===== src/rtl/core_fpu_dispatch.sv =====
// core_fpu_dispatch: issues one op to a one-hot selected FP core over AXI-Stream channels and retires its result.
// Optional FPU_TIMEOUT_EN adds an ISSUE/WAIT watchdog that forces an all-ones error retire.
module core_fpu_dispatch #(
    parameter int DATA_W = 32,
    parameter int N_UNITS = 7,
    parameter int OP_W = 8,
    parameter logic [N_UNITS-1:0] USES_B = 7'b0001111,
    parameter logic [N_UNITS-1:0] USES_OP = 7'b0001001,
    parameter int TIMEOUT_CYC = 255
) (
    input  logic                      CLK,
    input  logic                      RST,
    input  logic                      i_valid,
    input  logic [N_UNITS-1:0]        i_unit,
    input  logic [OP_W-1:0]           i_op,
    input  logic [DATA_W-1:0]         i_a,
    input  logic [DATA_W-1:0]         i_b,
    output logic [DATA_W-1:0]         fpu_result,
    output logic                      fpu_done,
    output logic                      fpu_err,
    output logic                      fpu_stole,
    output logic [N_UNITS*DATA_W-1:0] u_a_tdata,
    output logic [N_UNITS-1:0]        u_a_tvalid,
    input  logic [N_UNITS-1:0]        u_a_tready,
    output logic [N_UNITS*DATA_W-1:0] u_b_tdata,
    output logic [N_UNITS-1:0]        u_b_tvalid,
    input  logic [N_UNITS-1:0]        u_b_tready,
    output logic [N_UNITS*OP_W-1:0]   u_op_tdata,
    output logic [N_UNITS-1:0]        u_op_tvalid,
    input  logic [N_UNITS-1:0]        u_op_tready,
    input  logic [N_UNITS*DATA_W-1:0] u_r_tdata,
    input  logic [N_UNITS-1:0]        u_r_tvalid,
    output logic [N_UNITS-1:0]        u_r_tready
);
    typedef enum logic [1:0] {IDLE, ISSUE, WAIT, DONE} state_t;
    state_t state_q, state_d;
    logic [N_UNITS-1:0] unit_q, unit_d;
    logic [DATA_W-1:0] a_q, a_d, b_q, b_d, result_q, result_d, r_sel;
    logic [OP_W-1:0] op_q, op_d;
    logic pa_q, pa_d, pb_q, pb_d, po_q, po_d, got_q, got_d, err_q, err_d;
    logic legal, issue, waiting, acc_a, acc_b, acc_o, r_hit;
`ifdef FPU_TIMEOUT_EN
    localparam int CW = $clog2(TIMEOUT_CYC + 1);
    logic [CW-1:0] cnt_q, cnt_d;
`else
    logic unused_timeout;
    assign unused_timeout = TIMEOUT_CYC != 0;
`endif
    assign legal = i_unit != '0 && (i_unit & (i_unit - N_UNITS'(1))) == '0;
    assign issue = state_q == ISSUE;
    assign waiting = state_q == WAIT;
    assign acc_a = |(u_a_tvalid & u_a_tready);
    assign acc_b = |(u_b_tvalid & u_b_tready);
    assign acc_o = |(u_op_tvalid & u_op_tready);
    assign r_hit = |(u_r_tvalid & u_r_tready);
    assign u_r_tready = (issue || waiting) ? unit_q : '0;
    assign fpu_stole = issue || waiting || (state_q == IDLE && i_valid);
    assign fpu_done = state_q == DONE;
    assign fpu_err = err_q;
    assign fpu_result = result_q;
    always_comb begin
        u_a_tvalid = '0;
        u_b_tvalid = '0;
        u_op_tvalid = '0;
        u_a_tdata = '0;
        u_b_tdata = '0;
        u_op_tdata = '0;
        r_sel = '0;
        for (int u = 0; u < N_UNITS; u++) begin
            u_a_tvalid[u] = issue && pa_q && unit_q[u];
            u_b_tvalid[u] = issue && pb_q && unit_q[u];
            u_op_tvalid[u] = issue && po_q && unit_q[u];
            u_a_tdata[u*DATA_W +: DATA_W] = (issue && pa_q && unit_q[u]) ? a_q : '0;
            u_b_tdata[u*DATA_W +: DATA_W] = (issue && pb_q && unit_q[u]) ? b_q : '0;
            u_op_tdata[u*OP_W +: OP_W] = (issue && po_q && unit_q[u]) ? op_q : '0;
            r_sel = r_sel | (unit_q[u] ? u_r_tdata[u*DATA_W +: DATA_W] : '0);
        end
    end
    always_comb begin
        state_d = state_q;
        unit_d = unit_q;
        a_d = a_q;
        b_d = b_q;
        op_d = op_q;
        pa_d = pa_q;
        pb_d = pb_q;
        po_d = po_q;
        got_d = got_q;
        result_d = result_q;
        err_d = 1'b0;
        case (state_q)
            IDLE: if (i_valid) begin
                if (legal) begin
                    state_d = ISSUE;
                    unit_d = i_unit;
                    a_d = i_a;
                    b_d = i_b;
                    op_d = i_op;
                    pa_d = 1'b1;
                    pb_d = |(i_unit & USES_B);
                    po_d = |(i_unit & USES_OP);
                    got_d = 1'b0;
                end else
                    err_d = 1'b1;
            end
            ISSUE: begin
                pa_d = pa_q && !acc_a;
                pb_d = pb_q && !acc_b;
                po_d = po_q && !acc_o;
                if (r_hit && !got_q) begin
                    result_d = r_sel;
                    got_d = 1'b1;
                end
                if (!pa_d && !pb_d && !po_d) state_d = WAIT;
            end
            WAIT: if (got_q) state_d = DONE;
            else if (r_hit) begin
                result_d = r_sel;
                state_d = DONE;
            end
            default: state_d = IDLE;
        endcase
`ifdef FPU_TIMEOUT_EN
        // The count restarts on every state change, so ISSUE and WAIT each get a full budget.
        cnt_d = ((issue || waiting) && state_d == state_q) ? cnt_q + CW'(1) : '0;
        if ((issue || waiting) && state_d == state_q && cnt_q == CW'(TIMEOUT_CYC - 1)) begin
            state_d = DONE;
            result_d = '1;
            err_d = 1'b1;
        end
`endif
    end
    always_ff @(posedge CLK) begin
        if (RST) begin
            state_q <= IDLE;
            unit_q <= '0;
            a_q <= '0;
            b_q <= '0;
            op_q <= '0;
            pa_q <= 1'b0;
            pb_q <= 1'b0;
            po_q <= 1'b0;
            got_q <= 1'b0;
            result_q <= '0;
            err_q <= 1'b0;
`ifdef FPU_TIMEOUT_EN
            cnt_q <= '0;
`endif
        end else begin
            state_q <= state_d;
            unit_q <= unit_d;
            a_q <= a_d;
            b_q <= b_d;
            op_q <= op_d;
            pa_q <= pa_d;
            pb_q <= pb_d;
            po_q <= po_d;
            got_q <= got_d;
            result_q <= result_d;
            err_q <= err_d;
`ifdef FPU_TIMEOUT_EN
            cnt_q <= cnt_d;
`endif
        end
    end
endmodule


===== config.mk =====
export PLATFORM = sky130hd
export DESIGN_NAME = core_fpu_dispatch
export DESIGN_NICKNAME = d
export VERILOG_FILES = /design/src/rtl/core_fpu_dispatch.sv
export SDC_FILE = /design/constraint.sdc
export NUM_CORES = 1
export LEC_CHECK = 0
export ABC_AREA = 0
export ABC_CLOCK_PERIOD_IN_PS = 2400
export CAP_MARGIN = 40
export CORE_AREA = 3 3 353 355
export CTS_CLUSTER_DIAMETER = 120
export DETAILED_ROUTE_END_ITERATION = 6
export DIE_AREA = 0 0 356 358
export PLACE_DENSITY_LB_ADDON = 0.08
export SYNTH_ARGS = -nofsm -noshare
export SYNTH_HDL_FRONTEND = slang
export SYNTH_SLANG_ARGS = --single-unit

===== constraint.sdc =====
create_clock -name CLK -period 2.4 [get_ports CLK]
set_clock_uncertainty 0.15 [all_clocks]
set_input_delay 0.6 -clock CLK [delete_from_list [all_inputs] [get_ports CLK]]
set_output_delay 0.6 -clock CLK [all_outputs]
set_load 0.02 [all_outputs]

==> results.cfg, run 1 <==
[status]
status = finished with violations
failed_checks = setup timing

[worst_setup_path]
path_class = flip-flop to output port
crit_path_top_delay_cell = dfxtp_2
cpPeakStageDelay_ns = 0.34
crit_chain = inv_2 > ha_4 > buf_6 > and3_4 > buf_12 > clkbuf_16 > buf_12 > and2_4 > buf_6
crit_arrival_ns = 2.09
crit_start = state_q[1]
path_max_fanout = 7
start_kind = flip-flop
critPathRequiredTime_ns = 1.65
crit_family = buffers and inverters
critical_path_buf_inv_count = 6
cp-end-kind = output port
timing.rr.start = state_q[1]

[logic_synthesis]
yosysWarningCount = 0
synth_cells = 1238
post-synth-top-count-cell = and2_1
async_flop_share = 0
synthFlopType = dfxtp_1
yosys.area.top_type_share = 0.3587
synth_area_um2 = 8911
synth.area.top_cells = and2_1, dfxtp_1, nand2_1
avgSynthCellArea_um2 = 7.198
synth_edf_count = 0
yosys.cell_types.count = 37
ys_seq_area_frac = 0.2651
netlist_top_cells_count = and2_1, nand2_1, dfxtp_1
ys_ff_latch = 118
yosysTopAreaCell = and2_1
synth_nets = 1576

[die]
core_area_um2 = 121700
die_w_um = 356
io_pins = 901
initial_core_util = 0.07321
die_h_um = 358
fp.dieArea_um2 = 127400
row_count = 128

[clock_network]
cts_sinks = 118
clock_path_buffers = 2
htreeDepth = 4
cts_root_buf = clkbuf_16
clk_pin_slew_worst_paths_ns = 0.06
hold_buffers = 0
cts_inserted_buffers = 17
tritoncts = built
clk_latency_ns = 0.49

[sta]
maxSlewHeadroom = 0.6073
fmax_ghz = 0.3521
worstMarginPinSlew_ns = 0.5845
post-route-period-util = 1.183
grt_setup_unrepaired = true
slew_viol_final = 0
finalHoldViolCount = 0
finalSetupViolations = 627
fin_crit_ns = 2.840
setup_slack_ns = -0.4401
hold_ws_ns = 0.3094

[drt]
drtIter0Drc = 611
wirelength_um = 96380
ant_nets = 0
vias = 13380
viasPerCell = 3.428
drc = 0
dr.pass1.iters = 5
routedWlPerCell_um = 24.69

[pwr]
power_frac_comb = 0.242
p_sw_mw = 1.941
irDropWorstVdd_mv = 0.5876
power_frac_clock = 0.425
power_density_nw_per_um2 = 283.8
p_int_mw = 4.503
leakagePower_nw = 9.388
seq_power_share = 0.333
swShare = 0.3012

[placed_design]
dp_hpwl_um = 69180
dp.cells = 3773
gp_congestion = 0.7832
port_buffers = 900

[min_path]
hp-start = b_q[8]
hold_class = flip-flop to flip-flop

[global_route]
grt_util_met2 = 0.2627
antenna_found_initial = 32
grt_max_degree = 45
grt_usage = 0.1346
grt_pass1_vias = 13120
grt_use_met1 = 0.1420
grtUsageMet3 = 0.03952
grt_pass1_wl_um = 117400
top_usage_layer = met2
grt_overflow = 0

[layout]
area_growth_syn_to_layout_pct = 154.8
postLayoutCoreUtil = 0.1865
final_net_count = 2589
final_cells = 3903
drive_above_1_share = 0.4034

[run]
max_cap_violations = 0
-- per-layer routing --
layer  up-vias  wire length [um]  part of all wire
met2       554             52640              0.55
met4         6               889            0.0092
li1       6264                 -                 -
met5         -                34           0.00035
met1      6492             36680              0.38
met3        64              6132             0.064
-- worst min-delay path, cell delays in order (launching register included) --
cell	delay (ns)
dfxtp_1	0.31
nand2_1	0.05
a21oi_1	0.05
-- cells by family (layout without fill, tap and decap cells) --
kind of cell,count (synthesis),count (layout),share of synthesized area
buffers and inverters,122,1147,0.05294
adders and majority gates,4,4,0.005617
DFF,118,118,0.2651
other,0,15,0
muxes,1,1,0.001264
AOI/OAI and AO/OA,244,244,0.2054
and+or+nand+nor,749,749,0.4697
-- worst paths after layout --
path               endpoint  slack (ns)  cells after the start
max           u_a_tdata[46]       -0.44                      9
min                  b_q[8]        0.31                      2
min reg2reg          b_q[8]        0.31                      2
max reg2reg  fpu_result[10]       -0.09                     10
-- registers in the layout (all words and copies together) (netlist names) --
register	flops
state_q	2
got_q	1
pa_q	1
op_q	8
fpu_result	32
po_q	1
pb_q	1
a_q	32
fpu_err	1
b_q	32
unit_q	7
-- stage by stage --
| stage | worst slack [ns] | TNS (ns) | cell area, um^2 | power (mW) |
|---|---|---|---|---|
| after floorplan | 0.02087 | 0 | 8929 | 2.550 |
| after global placement | -0.6332 | -195.30 | 20840 | 3.677 |
| after detailed placement | -0.6108 | -188.67 | 20840 | 3.677 |
| after CTS | -0.5705 | -245.66 | 21920 | 6.622 |
| after global routing | -0.5485 | -256.13 | 22680 | 6.816 |
| final | -0.4401 | -177.05 | 22700 | 6.444 |
-- power groups by stage --
| stage | clock network [mW] | logic, mW | registers (mW) |
|---|---|---|---|
| 6_report | 2.74 | 1.56 | 2.14 |
| 5_1_grt | 2.96 | 1.69 | 2.16 |
| 4_1_cts | 2.93 | 1.55 | 2.14 |
| 3_5_place_dp | 0 | 1.50 | 2.17 |
| 3_3_place_gp | 0 | 1.51 | 2.17 |
| 2_1_floorplan | 0 | 0.419 | 2.13 |
-- cells in the final DEF (no fill, tap or decap), types with 37 or more instances in the layout --
cell type and count:
and2_1 369, clkdlybuf4s50_1 365, buf_4 217, buf_6 206, nand2_1 165, and2_4 141, dfxtp_1 109, clkbuf_2 102
a21oi_1 88, buf_12 76, buf_2 55, nor2_1 37
-- area by class of cell --
type                            instances  area (um^2)
Antenna cell                           15        37.54
Clock buffer                           22        474.2
Clock inverter                          9        101.3
Fill cell                           13770        99020
Inverter                                5        18.77
Multi-Input combinational cell        998         6559
Sequential cell                       118         2374
Tap cell                             1625         2033
Timing Repair Buffer                 1111        11100
-- what timing repair did --
action | in CTS | in global routing
endpoints found under the setup margin | 585 | 652
resized for setup | 1343 | 885
buffers inserted | 20 | 45
gates cloned | 12 | 15
pin swaps | 1 | 4
(Power assumes the default switching activity.)
==> inputs of run 2 (changes only) <==
--- a/config.mk
+++ b/config.mk
@@ -12,6 +12,7 @@
 export CTS_CLUSTER_DIAMETER = 120
 export DETAILED_ROUTE_END_ITERATION = 6
 export DIE_AREA = 0 0 356 358
+export MAX_ROUTING_LAYER = met4
 export PLACE_DENSITY_LB_ADDON = 0.08
 export SYNTH_ARGS = -nofsm -noshare
 export SYNTH_HDL_FRONTEND = slang
==> run 2 against run 1 <==
The run still ends with setup timing left. Register-to-register slack worse by 0.02 ns. Highest routed layer is now met4. Critical path depth unchanged. Largest cell class unchanged. Core utilization down 0.10 points. Sequential share of layout area increased by 0.059 points.
==> results.cfg, run 2 (same netlist as run 1, synthesis figures left out) <==
[status]
status = finished with violations
failed_checks = setup timing

[pwr]
p_int_mw = 4.485
power_frac_comb = 0.239
finalPower_mw = 6.419
leakagePower_nw = 9.325
p_sw_mw = 1.934
power_density_nw_per_um2 = 284.3
swShare = 0.3013
power_frac_clock = 0.427
irDropWorstVdd_mv = 0.5930
seq_power_share = 0.334

[sta]
worstMarginPinSlew_ns = 0.5970
fmax_ghz = 0.3532
setup-tns-final_ns = -165.50
hold_ws_ns = 0.3121
grt_setup_unrepaired = true
post-route-period-util = 1.180
setup_slack_ns = -0.4315
maxSlewHeadroom = 0.5989
fin_crit_ns = 2.831
finalSetupViolations = 616
finalHoldViolCount = 0
slew_viol_final = 0

[run]
max_cap_violations = 0

[global_route]
grt_pass1_vias = 13140
grt_max_degree = 45
antenna_found_initial = 35
grt_usage = 0.1387
grt_pass1_wl_um = 117200
grt_overflow = 0

[worst_setup_path]
crit_arrival_ns = 2.08
cp-end-kind = output port
rr_worst_depth = 10
critPathCapture = u_a_tdata[46]
cpPeakStageDelay_ns = 0.34
critical_path_buf_inv_count = 6
rr_endpoint = fpu_result[10]
crit_family = buffers and inverters
crit_chain = inv_2 > ha_4 > buf_6 > and3_4 > buf_12 > clkbuf_16 > buf_12 > and2_1 > buf_6
path_max_fanout = 9
start_kind = flip-flop
crit_path_top_delay_cell = dfxtp_2
timing.rr.start = state_q[1]
reg2reg_setup_slack_ns = -0.11
path_class = flip-flop to output port
critPathRequiredTime_ns = 1.65
crit_start = state_q[1]
path_depth = 9

[die]
die_w_um = 356
initial_core_util = 0.07321
io_pins = 901
die_h_um = 358
row_count = 128
fp.dieArea_um2 = 127400
core_area_um2 = 121700

[layout]
mostFrequentLayoutCells = and2_1, clkdlybuf4s50_1, buf_4
final_net_count = 2580
multiInputGateArea_um2 = 6504
drive_above_1_share = 0.3696
area_growth_syn_to_layout_pct = 153.3
ff_latch_area_um2 = 2374
fill_cells = 13770
final_common_cell = and2_1

[drt]
drc = 0
vias = 13320
viasPerCell = 3.417
routedWlPerCell_um = 24.51
dr.pass1.iters = 7
ant_nets = 0
wirelength_um = 95530
drtIter0Drc = 618

[min_path]
hold_class = flip-flop to flip-flop

[clock_network]
clk_latency_ns = 0.50
cts_sinks = 118
hold_buffers = 0
tritoncts = built
cts_root_buf = clkbuf_16
cts_inserted_buffers = 17
clock_path_buffers = 2
htreeDepth = 4
clk_pin_slew_worst_paths_ns = 0.06

[placed_design]
port_buffers = 900
dp_hpwl_um = 69180
gp_congestion = 0.7942
[run 2: final cells by class]
cell class                      count  area share
Clock buffer                       22     0.02101
Tap cell                         1625     0.09006
Inverter                            5   0.0008313
Timing Repair Buffer             1102      0.4883
Clock inverter                      9    0.004489
Sequential cell                   118      0.1051
Multi-Input combinational cell    998      0.2881
Antenna cell                       19    0.002106
[run 2: how the worst min path moves through the flow]
| stage | slack [ns] | start | depth (start not counted) | end |
|---|---|---|---|---|
| detailed placement | 0.30 | b_q[8] | 2 | b_q[8] |
| finish | 0.31 | b_q[8] | 2 | b_q[8] |
| global placement | 0.30 | b_q[8] | 2 | b_q[8] |
| floorplan | 0.32 | got_q | 2 | got_q |
| global route | 0.31 | RST | 2 | b_q[22] |
| CTS | 0.29 | RST | 2 | b_q[27] |
[run 2: worst register-to-register path: cells and delay by family, from the launching register on]
kind                       cells  cell delay [ns]
AOI/OAI and AO/OA              2             0.56
buffers and inverters          5             0.62
and+or+nand+nor                2             0.47
adders and majority gates      1             0.28
DFF                            1             0.34
[run 2: repair_timing]
item,CTS,global route
endpoints found under the setup margin,585,652
gates resized for setup,1343,678
hold endpoints to repair,0,0
buffers inserted,20,38
gates cloned,12,13
pin swaps,1,5
[run 2: metrics by stage]
stage          worst slack [ns]  instances    util  instance area (um^2)
3_5_place_dp            -0.6108       3773  0.1712                 20840
4_1_cts                 -0.5705       3836  0.1801                 21920
5_1_grt                 -0.5436       3895  0.1854                 22570
3_3_place_gp            -0.6332       3773  0.1712                 20840
2_1_floorplan           0.02087       1238       -                  8929
6_report                -0.4315       3898  0.1855                 22580
[run 2: power by group through the flow]
stage / Sequential, mW / Clock (mW) / Combinational, mW
floorplan: 2.13 / 0 / 0.419
global placement: 2.17 / 0 / 1.51
detailed placement: 2.17 / 0 / 1.50
CTS: 2.14 / 2.93 / 1.55
global route: 2.16 / 2.96 / 1.67
finish: 2.14 / 2.74 / 1.54
[run 2: per-layer routing]
metal	GRT usage	part of all wire	up-vias
li1	-	-	6254
met1	0.1427	0.38	6447
met2	0.2623	0.55	559
met3	0.03906	0.062	58
met4	0.02635	0.0091	0
met5	-	0	-
==> inputs of run 3 (changes only) <==
--- a/config.mk
+++ b/config.mk
@@ -6,7 +6,6 @@
 export NUM_CORES = 1
 export LEC_CHECK = 0
 export ABC_AREA = 0
-export ABC_CLOCK_PERIOD_IN_PS = 2400
 export CAP_MARGIN = 40
 export CORE_AREA = 3 3 353 355
 export CTS_CLUSTER_DIAMETER = 120
==> constraint.sdc (replaced) <==
create_clock -name CLK -period 2.5 [get_ports CLK]
set_clock_uncertainty 0.15 [all_clocks]
set_input_delay 0.625 -clock CLK [delete_from_list [all_inputs] [get_ports CLK]]
set_output_delay 0.625 -clock CLK [all_outputs]
set_load 0.02 [all_outputs]
==> run 3 against run 2 <==
Design area is 4.1% lower. Critical path depth is 2 lower. Critical endpoint is now u_a_tdata[96]. Largest cell class unchanged. Sequential cell count stayed put. Power is 0.59% higher. The flow still finishes with violations (setup timing). Final cell count is 0.46% lower. Worst hold slack better by 0.035 ns. Core utilization is 0.77 points lower. Sequential share of layout area is 0.45 points higher. Count of clock-buffer cells in the layout is 1 higher. Largest power group unchanged. Combinational power is 3% higher. Via count is 1.1% lower. Clock power is 2% higher.
==> results.cfg, run 3 (same netlist as run 1, synthesis figures left out) <==
[status]
failed_checks = setup timing
status = finished with violations

[worst_setup_path]
crit_chain = inv_2 > ha_4 > clkbuf_16 > and3_4 > buf_12 > and2_1 > dlygate4sd2_1
start_kind = flip-flop
crit_path_top_delay_cell = dlygate4sd2_1
crit_arrival_ns = 2.18
path_max_fanout = 18
path_class = flip-flop to output port
cpPeakStageDelay_ns = 0.33
critPathRequiredTime_ns = 1.73
cp-end-kind = output port

[clock_network]
cts_inserted_buffers = 17
cts_root_buf = clkbuf_16
clk_pin_slew_worst_paths_ns = 0.06
clk_latency_ns = 0.50
htreeDepth = 4
clock_path_buffers = 2
cts_sinks = 118
tritoncts = built

[die]
core_area_um2 = 121700
row_count = 128
initial_core_util = 0.07321
die_w_um = 356
io_pins = 901
die_h_um = 358
fp.dieArea_um2 = 127400

[sta]
finalSetupViolations = 565
finalHoldViolCount = 0
maxSlewHeadroom = 0.6186
slew_viol_final = 0
post-route-period-util = 1.181
grt_setup_unrepaired = true
setup_slack_ns = -0.4521
worstMarginPinSlew_ns = 0.5721
fin_crit_ns = 2.952
fmax_ghz = 0.3387

[pwr]
finalPower_mw = 6.457
leakagePower_nw = 8.938
irDropWorstVdd_mv = 0.5358
power_density_nw_per_um2 = 298.3

[global_route]
antenna_found_initial = 31
grt_usage = 0.1428
grt_pass1_vias = 13280
grt_max_degree = 47
grt_pass1_wl_um = 120300
grt_overflow = 0

[layout]
drive_above_1_share = 0.3120
mostFrequentLayoutCells = and2_1, clkdlybuf4s50_1, buf_4
final_net_count = 2548
final_common_cell = and2_1
final_area_um2 = 21640
postLayoutCoreUtil = 0.1778
area_growth_syn_to_layout_pct = 142.9

[drt]
wirelength_um = 95820
routedWlPerCell_um = 24.70
ant_nets = 0
drc = 0
viasPerCell = 3.394
dr.pass1.iters = 7
drtIter0Drc = 679
vias = 13170

[placed_design]
dpl-instance-area_um2 = 20820
gp_congestion = 0.7724
dp_hpwl_um = 71670
port_buffers = 900

[min_path]
hold_class = flip-flop to flip-flop

[run]
max_cap_violations = 0
[run 3: cell count changes in the layout (fill, tap and decap cells not counted), moves of 15 or more]
cell / before / now
diode_2: 19 / 34
buf_6: 159 / 58
clkbuf_2: 71 / 114
and2_4: 116 / 28
buf_2: 48 / 30
clkdlybuf4s15_1: 20 / 5
buf_12: 74 / 56
dlygate4sd2_1: 67 / 95
clkdlybuf4s15_2: 38 / 76
and2_1: 395 / 482
[run 3: power by group]
part	switching, mW	total, mW	leakage (nW)	internal, mW
Combinational	0.692	1.59	7.68	0.901
Clock	1.12	2.80	0.298	1.68
Sequential	0.117	2.06	0.956	1.94
[run 3: routing by layer]
layer,global-route usage,up-vias,part of all wire
li1,-,6213,-
met1,0.1388,6398,0.37
met2,0.2719,505,0.55
met3,0.04435,54,0.062
met4,0.03803,0,0.016
met5,-,-,0
[run 3: final cells by class]
type / instances / area, um^2
clock inverters: 7 / 118.9
diodes: 34 / 85.08
inverters: 5 / 18.77
clock buffers: 23 / 498.0
well taps: 1625 / 2033
repair buffers: 1070 / 10260
multi-input cells: 998 / 6255
flip-flops and latches: 118 / 2372
fillers: 13850 / 100100
[run 3: path summary, 6_finish.rpt]
check / from / end / slack [ns] / cells past startpoint
worst max-delay path: state_q[1] / u_a_tdata[96] / -0.45 / 7
worst min-delay path: fpu_result[16] / fpu_result[16] / 0.35 / 2
worst max register to register: unit_q[2] / fpu_result[6] / 0.17 / 8
worst min register to register: fpu_result[16] / fpu_result[16] / 0.35 / 2
[run 3: worst max-delay path, delay by kind of cell (launching register included)]
family | cells | cell delay (ns)
buf+inv | 4 | 0.74
flops | 1 | 0.32
simple gates | 2 | 0.36
fa+ha+maj | 1 | 0.19
[run 3: repair_timing]
item / 4_1_cts / 5_1_grt
pin swaps: 5 / 4
endpoints found under the setup margin: 534 / 626
resized for setup: 1083 / 473
setup buffers: 7 / 15
hold endpoints to repair: 0 / 0
hold buffers: 0 / 0
cloned: 10 / 10
[run 3: stage by stage]
stage               cells  TNS [ns]  hold slack [ns]  worst slack [ns]
floorplan            1238         0           0.3152           0.03740
global placement     3774   -152.71           0.3379           -0.4907
detailed placement   3774   -154.40           0.3416           -0.5512
CTS                  3821   -257.13           0.3473           -0.5617
global route         3869   -243.01           0.3702           -0.5470
finish               3880   -178.69           0.3476           -0.4521
